--- config.mk ---
export PLATFORM = sky130hd
export DESIGN_NAME = viterbi_decoder
export DESIGN_NICKNAME = d
export VERILOG_FILES = /design/src/rtl/viterbi_decoder.sv
export SDC_FILE = /design/constraint.sdc
export NUM_CORES = 1
export LEC_CHECK = 0
export ABC_CLOCK_PERIOD_IN_PS = 14600
export CAP_MARGIN = 20
export CORE_MARGIN = 3
export CORE_UTILIZATION = 27
export CTS_CLUSTER_SIZE = 25
export DETAILED_ROUTE_END_ITERATION = 6
export SLEW_MARGIN = 20
export SYNTH_ARGS = -nofsm -noshare
export SYNTH_HDL_FRONTEND = slang
export SYNTH_SLANG_ARGS = --single-unit
export TNS_END_PERCENT = 30
--- constraint.sdc ---
create_clock -name clock -period 14.6 [get_ports clock]
set_input_delay 1.46 -clock clock [delete_from_list [all_inputs] [get_ports clock]]
set_output_delay 1.46 -clock clock [all_outputs]
set_load 0.005 [all_outputs]
--- src/rtl/viterbi_decoder.sv ---
// Hard-decision Viterbi decoder for the rate-1/2 K=3 code (G0=111, G1=110), register-exchange survivors.
// Optional VDEC_ERRCNT_EN adds err_count, a saturating count of symbols whose best metric was nonzero.
module viterbi_decoder #(
   parameter int TB_DEPTH = 15,
   parameter int PM_W     = 6
) (
   input  logic        clock,
   input  logic        reset,
   input  logic        in,
   output logic        out,
   output logic        out_valid
`ifdef VDEC_ERRCNT_EN
   ,
   output logic [15:0] err_count
`endif
);

   localparam logic [PM_W-1:0] PM_MAX = '1;
   localparam int              CNT_W  = $clog2(TB_DEPTH + 1);

   logic                phase;
   logic                c0;
   logic [PM_W-1:0]     metric [4];
   logic [TB_DEPTH-1:0] path   [4];
   logic [CNT_W-1:0]    sym_cnt;

   logic [PM_W-1:0]     cand0  [4];
   logic [PM_W-1:0]     cand1  [4];
   logic [PM_W-1:0]     acs_m  [4];
   logic [PM_W-1:0]     norm_m [4];
   logic [TB_DEPTH-1:0] acs_p  [4];
   logic [PM_W-1:0]     min_m;
   logic [1:0]          best;
   logic [1:0]          ns;
   logic [CNT_W-1:0]    cnt_nxt;

   function automatic logic [PM_W-1:0] sat_add(input logic [PM_W-1:0] m, input logic [1:0] d);
      logic [PM_W:0] s;
      s = {1'b0, m} + {{(PM_W-1){1'b0}}, d};
      return (s > {1'b0, PM_MAX}) ? PM_MAX : s[PM_W-1:0];
   endfunction

   // ps = {a,c}; expected bits for input b are g0=b^a^c, g1=b^a
   function automatic logic [1:0] branch_metric(input logic [1:0] ps, input logic b,
                                                 input logic r0, input logic r1);
      logic g0, g1;
      g0 = b ^ ps[1] ^ ps[0];
      g1 = b ^ ps[1];
      return {1'b0, g0 ^ r0} + {1'b0, g1 ^ r1};
   endfunction

   always_comb begin
      cand0  = '{default: '0};
      cand1  = '{default: '0};
      acs_m  = '{default: '0};
      acs_p  = '{default: '0};
      norm_m = '{default: '0};
      ns     = '0;
      for (int i = 0; i < 4; i++) begin
         ns       = 2'(i);
         cand0[i] = sat_add(metric[{ns[0], 1'b0}], branch_metric({ns[0], 1'b0}, ns[1], c0, in));
         cand1[i] = sat_add(metric[{ns[0], 1'b1}], branch_metric({ns[0], 1'b1}, ns[1], c0, in));
         // ties resolve toward the predecessor whose oldest bit is 0
         if (cand1[i] < cand0[i]) begin
            acs_m[i] = cand1[i];
            acs_p[i] = {path[{ns[0], 1'b1}][TB_DEPTH-2:0], ns[1]};
         end else begin
            acs_m[i] = cand0[i];
            acs_p[i] = {path[{ns[0], 1'b0}][TB_DEPTH-2:0], ns[1]};
         end
      end
      min_m = acs_m[0];
      best  = '0;
      for (int i = 1; i < 4; i++) begin
         if (acs_m[i] < min_m) begin
            min_m = acs_m[i];
            best  = 2'(i);
         end
      end
      for (int i = 0; i < 4; i++) norm_m[i] = acs_m[i] - min_m;
      cnt_nxt = (sym_cnt == CNT_W'(TB_DEPTH)) ? sym_cnt : sym_cnt + CNT_W'(1);
   end

   always_ff @(posedge clock) begin
      if (reset) begin
         phase     <= 1'b0;
         c0        <= 1'b0;
         sym_cnt   <= '0;
         out       <= 1'b0;
         out_valid <= 1'b0;
         for (int i = 0; i < 4; i++) begin
            metric[i] <= (i == 0) ? '0 : PM_MAX;
            path[i]   <= '0;
         end
`ifdef VDEC_ERRCNT_EN
         err_count <= '0;
`endif
      end else begin
         phase <= ~phase;
         if (!phase) begin
            c0        <= in;
            out_valid <= 1'b0;
         end else begin
            for (int i = 0; i < 4; i++) begin
               metric[i] <= norm_m[i];
               path[i]   <= acs_p[i];
            end
            sym_cnt   <= cnt_nxt;
            out       <= acs_p[best][TB_DEPTH-1];
            out_valid <= (cnt_nxt >= CNT_W'(TB_DEPTH));
`ifdef VDEC_ERRCNT_EN
            if (min_m != '0 && err_count != 16'hFFFF) err_count <= err_count + 16'd1;
`endif
         end
      end
   end

endmodule

==> results.toml <==
[outcome]
status = "finished, final reports clean"

[sta]
fin_crit_ns = 12.79
drv_slew = 0
post-route-period-util_pct = 87.6
worst_pin_slew_ns = 1.21
grt_setup_unrepaired = "false"
finClkSkew_ns = 0.00975
setup_viol = 0
slew_headroom_pct = 17.1
hold_viol = 0
fmax_ghz = 0.0782
hold_slack_ns = 0.509
tns_ns = 0

[detailed_routing]
antenna_left = 0
drt_pass1_iterations = 5
vias = 6462
wl_per_cell_um = 16.6
drt_iter0_markers = 522
vias_per_cell = 5.31
drt_wl_total_mm = 20.2
drc_errors = 0

[clock_network]
cts.path.max_buffers = 2
cts_setup_buffers = 0
cts_tree = "done"
cts_root_buf = "clkbuf_16"
worstSkewPairLatency_ns = 0.36
cts_made_buffers = 9
cts.repair.resized = 0
cts.reportedPaths.clkPinSlew_ns = 0.06
htreeDepth = 3
clock_sinks = 84
cts_hold_buf = 0

[global_route]
overflow = 0
grt_use_total_pct = 13.1
grt.busiest_layer = "met2"
met1_usage_pct = 19.2
grtUsageMet2_pct = 20.3
gr-usage-met3_pct = 2.01
antenna_found_initial = 0
grt_pass1_wl_mm = 31.9
grt_max_degree = 58
first_global_vias = 5904

[critical_path]
crit_type = "input port to flip-flop"
crit_fanout = 18
cp.arrival_ns = 12.90
critPathCapture = "metric[0][4]$_SDFFCE_PN0P_"
r2r_slack_ns = 3.07
r2r-end = "metric[0][4]$_SDFFCE_PN0P_"
crit_path_start = "in"
rr_startpoint = "c0$_SDFFE_PP0N_"
cp_common_cell = "ha_1"
end_kind = "flip-flop"
worstPathRequired_ns = 14.71
cp-start-kind = "input port"
cp_slowest_cell = "mux2i_1"
r2r_cells = 39
critPathMaxStageDelay_ns = 0.60

[floorplan]
ios = 5
rows = 60
die_h_um = 174
start_util_pct = 27.9
fp.dieW_um = 174
dieArea_um2 = 30400
core_area_um2 = 27400

[final_layout]
ff_latch_area_um2 = 2430
nets = 900
multi_input_area_um2 = 4900
n_antenna_cell = 0
drive_gt1_share_pct = 7.57
syn_to_final_growth_pct = 9.56
n_fill_cell = 2866

[synthesis]
synthAdderAreaFrac_pct = 9.44
yosysUniqueCellTypes = 88
synth_area_leaders = "edfxtp_1 (29%), mux2i_1 (10%), ha_1 (9.2%), nor2_1 (5.4%), nand2_1 (3.3%)"
ys_dominant_reg_cell = "edfxtp_1"
ys_seq_area_share_pct = 31.8
avgSynthCellArea_um2 = 8.97
synth_edf_count = 75
synthSimpleGateAreaFrac_pct = 18.1
synth-compound-area-share_pct = 21.3
syn_nets = 912
ys_seq_elements = 84
synth_top_family_by_area = "compound AO/OA/AOI/OAI gates"
ys_warn_count = 0
yosysMostFrequentCell = "nor2_1"
synthTopCellsByCount = "nor2_1 (110), mux2i_1 (78), edfxtp_1 (75)"
synthMuxAreaShare_pct = 11.7
yosysTopAreaCell = "edfxtp_1"
synth-xor-area-share_pct = 3.44
yosysTopAreaCellShare_pct = 29.5
async_reset_ff_share_pct = 0
synth_area_um2 = 7650
synthCells = 853

[job]
maxCapViolCount = 0

[placement]
dp_hpwl_mm = 15.3
port_buffers = 4
place_congestion = 0.913

[worst_hold_path]
worst_hold_path_type = "flip-flop to flip-flop"
## area by class of cell
class	count	area share (%)
clock buffer	9	2.69
clock inverter	7	1.25
inverter	42	1.88
multi-input combinational	693	58.5
sequential	84	29.0
tap	372	5.56
timing repair buffer	11	1.11
## state kept, by name, indices dropped and copies added (netlist names)
name and flops:
path 52, metric 24, sym_cnt 4, c0 1
out 1, out_valid 1, phase 1
## worst max-delay path, delay by kind of cell
family | cells | cell delay [ns]
multiplexers | 3 | 1.38
AND/OR/NAND/NOR | 7 | 2.07
XOR/XNOR | 1 | 0.12
buffers and inverters | 5 | 1.02
adder cells (fa/ha/maj) | 9 | 2.50
AO/OA/AOI/OAI | 15 | 4.34
## cells by family after synthesis
| group | count (synthesis) |
|---|---|
| AOI/OAI and AO/OA | 225 |
| xor gates and xnor gates | 30 |
| adders and majority gates | 58 |
| DFF | 84 |
| muxes | 87 |
| and+or+nand+nor | 293 |
| buffers and inverters | 76 |
## worst min path at each step
stage                       startpoint                      end  slack (ns)  cells past startpoint
3_5_place_dp          out$_SDFFE_PP0P_         out$_SDFFE_PP0P_        0.50                      2
4_1_cts               out$_SDFFE_PP0P_         out$_SDFFE_PP0P_        0.52                      2
5_1_grt        sym_cnt[1]$_SDFFE_PP0P_  sym_cnt[1]$_SDFFE_PP0P_        0.55                      2
3_3_place_gp   path[2][0]$_SDFFE_PP1P_  path[2][0]$_SDFFE_PP1P_        0.48                      2
6_report              out$_SDFFE_PP0P_         out$_SDFFE_PP0P_        0.51                      2
2_1_floorplan  path[2][0]$_SDFFE_PP1P_  path[2][0]$_SDFFE_PP1P_        0.46                      2
## routing by layer
metal / share of wire [%] / up-vias
li1: - / 3181
met1: 48 / 3064
met2: 44 / 184
met3: 5.4 / 33
met4: 1.8 / 0
met5: 0 / -
## through the flow
step | instances | setup slack, ns | utilization (%) | area, µm²
after floorplan | 853 | 3.67 | - | 7650
after global placement | 1202 | 1.83 | 29.4 | 8050
after detailed placement | 1202 | 1.49 | 29.4 | 8050
after CTS | 1218 | 1.88 | 30.6 | 8380
after global routing | 1218 | 0.927 | 30.6 | 8380
final | 1218 | 1.81 | 30.6 | 8380
## cells in the final DEF, fill, tap and decap left out, types with 8 or more instances in the layout
master	instances
nor2_1	110
a211oi_1	8
o211ai_1	10
o21ai_1	11
o21ai_0	48
a31oi_1	9
xor2_1	15
inv_1	39
nand4_1	10
ha_1	56
mux2i_1	78
nand3_1	22
clkbuf_16	9
nand2b_1	9
nor3_1	13
nand2_1	68
edfxtp_1	75
nor2b_1	11
dfxtp_1	9
o21a_1	15
a21o_1	16
xnor2_1	15
a21oi_1	32
Power is not shown: default switching activity piles up to over one toggle a cycle in this logic, so the estimate is an artifact.
